**src/rtl/riscv_pkg.sv**
```systemverilog
// Shared RISC-V front-end definitions: fetch FSM states, fixed encodings and
// the default reset PC.
package riscv_pkg;

    localparam int unsigned INSTR_W  = 32;
    localparam int unsigned OPCODE_W = 7;

    localparam logic [INSTR_W-1:0]  NOP_INSTR        = 32'h0000_0013;
    localparam logic [OPCODE_W-1:0] OPCODE_RTYPE     = 7'b0110011;
    localparam logic [31:0]         DEFAULT_RESET_PC = 32'h0000_0000;

    // FETCH: may request; WAIT: granted, awaiting response;
    // DROP: granted request is stale, its response is discarded.
    typedef enum logic [1:0] {
        FETCH = 2'd0,
        WAIT  = 2'd1,
        DROP  = 2'd2
    } fetch_state_t;

endpackage

```
**src/rtl/instruction_fetch.sv**
```systemverilog
// Instruction fetch stage: holds the PC, fetches one 32-bit word at a time
// over a grant/response memory port (one request outstanding) and hands each
// instruction with its PC to decode over a valid/ready handshake.
//
// Ports:
//   clk, rst              clock, asynchronous active-high reset
//   imem_req/addr/gnt     request side of instruction memory (req combinational)
//   imem_rvalid/rdata     single-cycle response pulse and instruction word
//   redirect_valid/pc     branch/jump redirect, flushes and restarts fetch
//   if_valid/ready        output handshake towards decode
//   if_pc/instr/opcode    instruction payload (opcode = instr[6:0])
//   perf_fetched/stall    performance counters, only with FETCH_PERF_EN defined
module instruction_fetch
    import riscv_pkg::*;
#(
    parameter int unsigned     XLEN     = 32,
    parameter logic [XLEN-1:0] RESET_PC = XLEN'(DEFAULT_RESET_PC)
) (
    input  logic                clk,
    input  logic                rst,
    output logic                imem_req,
    output logic [XLEN-1:0]     imem_addr,
    input  logic                imem_gnt,
    input  logic                imem_rvalid,
    input  logic [INSTR_W-1:0]  imem_rdata,
    input  logic                redirect_valid,
    input  logic [XLEN-1:0]     redirect_pc,
`ifdef FETCH_PERF_EN
    output logic [31:0]         perf_fetched,
    output logic [31:0]         perf_stall,
`endif
    output logic                if_valid,
    input  logic                if_ready,
    output logic [XLEN-1:0]     if_pc,
    output logic [INSTR_W-1:0]  if_instr,
    output logic [OPCODE_W-1:0] if_opcode
);

    fetch_state_t       state, state_n;
    logic [XLEN-1:0]    pc, pc_n;
    logic               out_valid, out_valid_n;
    logic [XLEN-1:0]    out_pc_n;
    logic [INSTR_W-1:0] out_instr_n;
    logic               req;
    logic               capture;
    logic [XLEN-1:0]    redirect_aligned;

    // Low target bits are dropped: misaligned redirects truncate silently.
    assign redirect_aligned = {redirect_pc[XLEN-1:2], 2'b00};

    logic unused_redirect_lsbs;
    assign unused_redirect_lsbs = ^redirect_pc[1:0];

    // State, PC and output register.
    always_ff @(posedge clk or posedge rst) begin
        if (rst) begin
            state     <= FETCH;
            pc        <= RESET_PC;
            out_valid <= 1'b0;
            if_pc     <= '0;
            if_instr  <= NOP_INSTR;
        end else begin
            state     <= state_n;
            pc        <= pc_n;
            out_valid <= out_valid_n;
            if_pc     <= out_pc_n;
            if_instr  <= out_instr_n;
        end
    end

    // Next-state, request and capture logic; redirect overrides everything.
    always_comb begin
        state_n     = state;
        pc_n        = pc;
        out_valid_n = out_valid;
        out_pc_n    = if_pc;
        out_instr_n = if_instr;
        req         = 1'b0;
        capture     = 1'b0;

        case (state)
            FETCH: begin
                // Only request with a free output slot: responses cannot stall.
                req = !out_valid || if_ready;
                if (req && imem_gnt) state_n = WAIT;
            end
            WAIT: begin
                if (imem_rvalid) begin
                    capture = 1'b1;
                    state_n = FETCH;
                end
            end
            DROP: begin
                if (imem_rvalid) state_n = FETCH;
            end
            default: state_n = FETCH;
        endcase

        if (capture) begin
            out_valid_n = 1'b1;
            out_pc_n    = pc;
            out_instr_n = imem_rdata;
            pc_n        = pc + XLEN'(4);
        end else if (out_valid && if_ready) begin
            out_valid_n = 1'b0;
        end

        if (redirect_valid) begin
            capture     = 1'b0;
            out_valid_n = 1'b0;
            out_pc_n    = if_pc;
            out_instr_n = if_instr;
            pc_n        = redirect_aligned;
            case (state)
                FETCH:   state_n = (req && imem_gnt) ? DROP : FETCH;
                WAIT:    state_n = imem_rvalid ? FETCH : DROP;
                // A response landing with the redirect retires the stale request.
                DROP:    state_n = imem_rvalid ? FETCH : DROP;
                default: state_n = FETCH;
            endcase
        end
    end

    assign imem_req  = req && !rst;
    assign imem_addr = pc;
    assign if_valid  = out_valid;
    assign if_opcode = if_instr[OPCODE_W-1:0];

`ifdef FETCH_PERF_EN
    // Captured responses and FETCH cycles that did not win a grant.
    always_ff @(posedge clk or posedge rst) begin
        if (rst) begin
            perf_fetched <= '0;
            perf_stall   <= '0;
        end else begin
            if (capture) perf_fetched <= perf_fetched + 32'd1;
            if (state == FETCH && !(req && imem_gnt)) perf_stall <= perf_stall + 32'd1;
        end
    end
`endif

endmodule
```
**config.mk**
```make
export PLATFORM = sky130hd
export DESIGN_NAME = instruction_fetch
export DESIGN_NICKNAME = d
export VERILOG_FILES = /design/src/rtl/riscv_pkg.sv /design/src/rtl/instruction_fetch.sv
export SDC_FILE = /design/constraint.sdc
export NUM_CORES = 1
export LEC_CHECK = 0
export ABC_CLOCK_PERIOD_IN_PS = 3700
export CORE_ASPECT_RATIO = 1.25
export CORE_MARGIN = 2
export CORE_UTILIZATION = 43
export DETAILED_ROUTE_END_ITERATION = 8
export PLACE_DENSITY = 0.82
export REMOVE_ABC_BUFFERS = 1
export SYNTH_ARGS = -nofsm -noshare
export SYNTH_HDL_FRONTEND = slang
export SYNTH_SLANG_ARGS = --single-unit
```
**constraint.sdc**
```tcl
create_clock -name clk -period 3.7 [get_ports clk]
set_clock_uncertainty 0.15 [all_clocks]
set_input_delay 0.37 -clock clk [delete_from_list [all_inputs] [get_ports clk]]
set_output_delay 0.37 -clock clk [all_outputs]
set_load 0.1 [all_outputs]
```
==> results of run 1 <==
-- logic make-up (layout without fill, tap and decap cells) --
kind of cell    count (synthesis)  count (layout)
simple gates                  114             114
flops                          95              95
mux                            63              63
compound gates                 51              51
buf+inv                        34             191
xor+xnor                       10              10
fa+ha+maj                       4               4
other cells                     1               4
-- cells in the mapped netlist (10+ instances only) --
cell and instances:
o31ai_1 13, mux2_2 52, nand2_1 32, clkbuf_1 16
o21ai_0 13, mux2_1 10, nor2_1 22, buf_4 11
dfrtp_1 92, or4_1 15, a31oi_1 16, nand4_1 11
-- worst reg2reg max path, delay by kind of cell, from the launching register on --
kind          cells  cell delay, ps
simple gates      2             770
flops             1             380
fa+ha+maj         1             280
mux               1             600
buf+inv           1             100
-- state kept, by name, indices dropped and copies added, names as in the netlist --
name and flops:
state 2, if_instr 32, if_pc 30, imem_addr 30, if_valid 1
-- area by class of cell --
| type | instances | area (µm²) | share of cell area |
|---|---|---|---|
| timing repair buffer | 171 | 1702 | 0.2650 |
| inverter | 4 | 17.52 | 0.002728 |
| clock buffer | 11 | 242.7 | 0.03780 |
| multi-input combinational | 246 | 1813 | 0.2823 |
| clock inverter | 5 | 103.9 | 0.01617 |
| tap | 129 | 161.4 | 0.02514 |
| sequential | 95 | 2381 | 0.3708 |
-- through the flow --
step	util	hold slack, ps
2_1_floorplan	-	283.1
3_3_place_gp	0.6104	322.8
3_5_place_dp	0.6104	329.9
4_1_cts	0.6452	290.8
5_1_grt	0.6452	327.7
6_report	0.6452	279.8
-- layer usage --
metal,routed length (µm),GRT usage,part of all wire
met3,772,0.04710,0.071
met1,4365,0.2473,0.40
met5,0,0,0
met4,213,0.07826,0.020
met2,5471,0.3419,0.51
-- worst max-delay path by stage --
stage                                     endpoint  slack, ps                      start
after floorplan                           imem_req       -210                        rst
after global placement    if_instr[10]$_DFFE_PP0P_       1120                imem_rvalid
after detailed placement  if_instr[10]$_DFFE_PP0P_       1070                imem_rvalid
after CTS                             imem_addr[9]       1080   imem_addr[9]$_DFFE_PP0P_
after global routing                 imem_addr[23]       1030  imem_addr[23]$_DFFE_PP0P_
final                                 imem_addr[9]       1090   imem_addr[9]$_DFFE_PP0P_
==> flow_metrics.tcl, run 1 <==
set metrics [dict create \
    cts_hold_buf 0 \
    antenna_found_initial 0 \
    drt-initial-drc-count 172 \
    hold_violations 0 \
    finalCriticalPeriod_ps 2607 \
    synth_compound_area_frac 0.07714 \
    track_usage 0.2005 \
    endpoint_kind "output pin" \
    worst-path-buf-inv 1 \
    cp.required_ps 3180 \
    ys_warn_count 0 \
    grt_max_degree 63 \
    reg2reg_to "if_instr[11]$_DFFE_PP0P_" \
    period_share 0.7046 \
    slew_viol_final 0 \
    clockBufferDepth 2 \
    yosys.cell_types.count 40 \
    die_area_um2 10930 \
    dr.pass1.iters 4 \
    grt_pass1_wl_um 17060 \
    post-place-cells 645 \
    fillers 813 \
    layout_commonest_cell "clkdlybuf4s50_1" \
    r2r_setup_slack_ps 1300 \
    max_stage_delay_ps 1210 \
    placementRows 41 \
    die_x_um 93.93 \
    setup_viol 0 \
    synth_top_area_frac 0.5296 \
    avgSynthCellArea_um2 11.68 \
    grt_pass1_vias 3446 \
    crit_type "flip-flop to output pin" \
    synth_area_um2 4347 \
    min-delay-path-class "input pin to async pin" \
    fin_nets 601 \
    routed_wirelength_um 10820 \
    cp_top_family "buffers and inverters" \
    avgRoutedWirePerCell_um 16.37 \
    critPathMaxFanout 8 \
    n_antenna_cell 0 \
    cts-root-buf "clkbuf_16" \
    port_buffers 168 \
    worst_setup_path_start_kind "flip-flop" \
    pre_cts_slack_ps 1072 \
    cts_tree "yes" \
    gp_congestion 0.7780 \
    core_area_um2 9952 \
    ys_async_sr_fraction 1.000 \
    worstSetupPathDepth 1 \
    setup_slack_ps 1093 \
    start_util 0.4368 \
    maxClockFrequency_ghz 0.3836 \
    clk_latency_ps 340 \
    place_area_um2 6075 \
    synth_seq_cells 95 \
    crit_arrival_ps 2090 \
    final_cell_mix "167 x clkdlybuf4s50_1, 92 x dfrtp_1, 52 x mux2_2" \
    maxCapViolations 0 \
    syn_to_final_growth_pct 47.73 \
    slowest_stage "clkdlybuf4s50_1" \
    clock-sinks 95 \
    synth_area_leader_cell "dfrtp_1" \
    cts_made_buffers 9 \
    ctsResizeCount 0 \
    io_pins 175 \
    dp.final_hpwl_um 7788 \
    htreeDepth 3 \
    rr_startpoint "state[1]$_DFFE_PP0P_" \
    drive_above_1_share 0.1485 \
    worstMarginPinSlew_ps 1025 \
    status "complete, no violations" \
    design_area_um2 6421 \
    overflow 0 \
    stdcell_count 661 \
    rr_worst_depth 5 \
    synth.yosys.seq_area_share 0.5478 \
    setup_tns_ps 0 \
    synth_adder_area_share 0.01151 \
    crit_chain "clkdlybuf4s50_1" \
    synth_mux_area_frac 0.1629 \
    rsz0062_at_grt "no" \
    die_h_um 116.4 \
    synth-edff-count 0 \
    dr_total_vias 3483 \
    ys_top_cells_by_area "dfrtp_1 53%, mux2_2 13%, nand2_1 2.8%" \
    synthFlopType "dfrtp_1" \
    syn_inst 372 \
    ant_nets 0 \
    avgViaCountPerCell 5.269 \
    path_clk_slew_ps 60 \
    synth_top_family_by_area "multiplexers" \
    synth-simple-area-share 0.1402 \
    drc 0 \
    slew_headroom 0.3147 \
    synth_xor_area_frac 0.02015 \
    cts_setup_buffers 0 \
]
Power of run 1 is left out: the tool's default activity adds up to more than one toggle a clock period on the data nets, which glitch-free logic cannot reach.
==> run 2: changes to the inputs <==
--- a/config.mk
+++ b/config.mk
@@ -5,12 +5,12 @@
 export SDC_FILE = /design/constraint.sdc
 export NUM_CORES = 1
 export LEC_CHECK = 0
-export ABC_CLOCK_PERIOD_IN_PS = 3700
+export ABC_CLOCK_PERIOD_IN_PS = 2240
 export CORE_ASPECT_RATIO = 1.25
 export CORE_MARGIN = 2
-export CORE_UTILIZATION = 43
+export CORE_UTILIZATION = 39
 export DETAILED_ROUTE_END_ITERATION = 8
-export PLACE_DENSITY = 0.82
+export PLACE_DENSITY = 0.78
 export REMOVE_ABC_BUFFERS = 1
 export SYNTH_ARGS = -nofsm -noshare
 export SYNTH_HDL_FRONTEND = slang
==> constraint.sdc (replaced) <==
create_clock -name clk -period 2.24 [get_ports clk]
set_clock_uncertainty 0.15 [all_clocks]
set_input_delay 0.224 -clock clk [delete_from_list [all_inputs] [get_ports clk]]
set_output_delay 0.224 -clock clk [all_outputs]
set_load 0.1 [all_outputs]
==> flow_metrics.tcl, run 2 (same netlist as run 1, synthesis figures left out) <==
set metrics [dict create \
    endpoint_kind "flip-flop" \
    drt-initial-drc-count 186 \
    largest_reg_flops 32 \
    worst_setup_path_start_kind "flip-flop" \
    multi_input_area_um2 1833 \
    grt_pass1_wl_um 17350 \
    cts-root-buf "clkbuf_16" \
    clk_latency_ps 340 \
    worstMarginPinSlew_ps 512.3 \
    crit_chain "nand3_4 > or3b_1 > or4_1 > a31oi_1" \
    register_area_um2 2381 \
    io_pins 175 \
    die_x_um 98.43 \
    worst-path-buf-inv 0 \
    wl_met1_um 4770 \
    regMostFlops "if_instr" \
    wl_met3_um 629 \
    max_stage_delay_ps 530 \
    track_usage 0.1818 \
    grt_pass1_vias 3464 \
    design_area_um2 6350 \
    start_util 0.3960 \
    grt_max_degree 96 \
    period_share 0.9447 \
    maxClockFrequency_ghz 0.4726 \
    cts_made_buffers 9 \
    layout_commonest_cell "buf_4" \
    r2r_setup_slack_ps 120 \
    ant_nets 0 \
    top_layer_used "met4" \
    dp.final_hpwl_um 8101 \
    fillers 938 \
    dr_total_vias 3582 \
    avgViaCountPerCell 5.214 \
    setup_viol 0 \
    n_antenna_cell 0 \
    cts_setup_buffers 0 \
    crit_type "flip-flop to flip-flop" \
    overflow 0 \
    drc 0 \
    slew_headroom 0.6585 \
    clockBufferDepth 2 \
    min-delay-path-class "input pin to async pin" \
    wl_met2_um 5487 \
    clock-sinks 95 \
    htreeDepth 3 \
    routed_wirelength_um 11110 \
    slowest_stage "or3b_1" \
    dr.pass1.iters 4 \
    place_area_um2 6027 \
    die_area_um2 12010 \
    status "complete, no violations" \
    cp_top_family "simple AND/OR/NAND/NOR gates" \
    placementRows 43 \
    maxCapViolations 0 \
    slew_viol_final 0 \
    final_cell_mix "120 x buf_4, 92 x dfrtp_1, 67 x clkdlybuf4s50_1" \
    path_clk_slew_ps 70 \
    finalCriticalPeriod_ps 2116 \
    ctsResizeCount 0 \
    port_buffers 168 \
    die_h_um 122.0 \
    syn_to_final_growth_pct 46.09 \
    rsz0062_at_grt "no" \
    avgRoutedWirePerCell_um 16.17 \
    gp_congestion 0.7932 \
    cts_hold_buf 0 \
    critPathMaxFanout 9 \
    fin_nets 621 \
    crit_arrival_ps 2230 \
    cp.required_ps 2360 \
    core_area_um2 10980 \
    drive_above_1_share 0.3696 \
    antenna_found_initial 0 \
    hold_violations 0 \
    cts_tree "yes" \
]
-- run 2: area by class of cell --
type,count,area share
tap,135,0.02660
sequential,95,0.3750
timing repair buffer,191,0.2601
clock inverter,2,0.002167
inverter,4,0.002759
multi-input combinational,246,0.2887
clock buffer,14,0.04473
-- run 2: path summary, 6_finish.rpt --
kind	startpoint	to	cells past startpoint
setup / recovery	imem_addr[5]$_DFFE_PP0P_	imem_addr[29]$_DFFE_PP0P_	4
hold reg to reg	if_instr[8]$_DFFE_PP0P_	if_instr[8]$_DFFE_PP0P_	1
setup reg to reg	imem_addr[5]$_DFFE_PP0P_	imem_addr[29]$_DFFE_PP0P_	4
max in group asynchronous	rst	if_instr[4]$_DFFE_PP1P_	3
min in group clk	redirect_pc[17]	imem_addr[17]$_DFFE_PP0P_	3
hold / removal	rst	imem_addr[30]$_DFFE_PP0P_	3
-- run 2: metal layers --
metal | track usage | up-vias
met4 | 0.07705 | 0
met2 | 0.3031 | 130
met3 | 0.02983 | 14
li1 | - | 1700
met1 | 0.2353 | 1738
met5 | 0 | -
-- run 2: worst min-delay path: cells and delay by family --
family	cells	cell delay (ps)
buf+inv	3	950
-- run 2: through the flow --
| step | utilization | setup WS, ps | std cells | TNS, ps | hold WS (ps) |
|---|---|---|---|---|---|
| after floorplan | - | -1376 | 345 | -103950 | 137.1 |
| after global placement | 0.5491 | 11.75 | 671 | 0 | 325.2 |
| after detailed placement | 0.5491 | -20.81 | 671 | -37.34 | 342.3 |
| after CTS | 0.5763 | 18.56 | 687 | 0 | 264.2 |
| after global routing | 0.5785 | 3.057 | 687 | 0 | 289.6 |
| final | 0.5785 | 124.0 | 687 | 0 | 235.7 |
Power of run 2 is left out for the same reason.
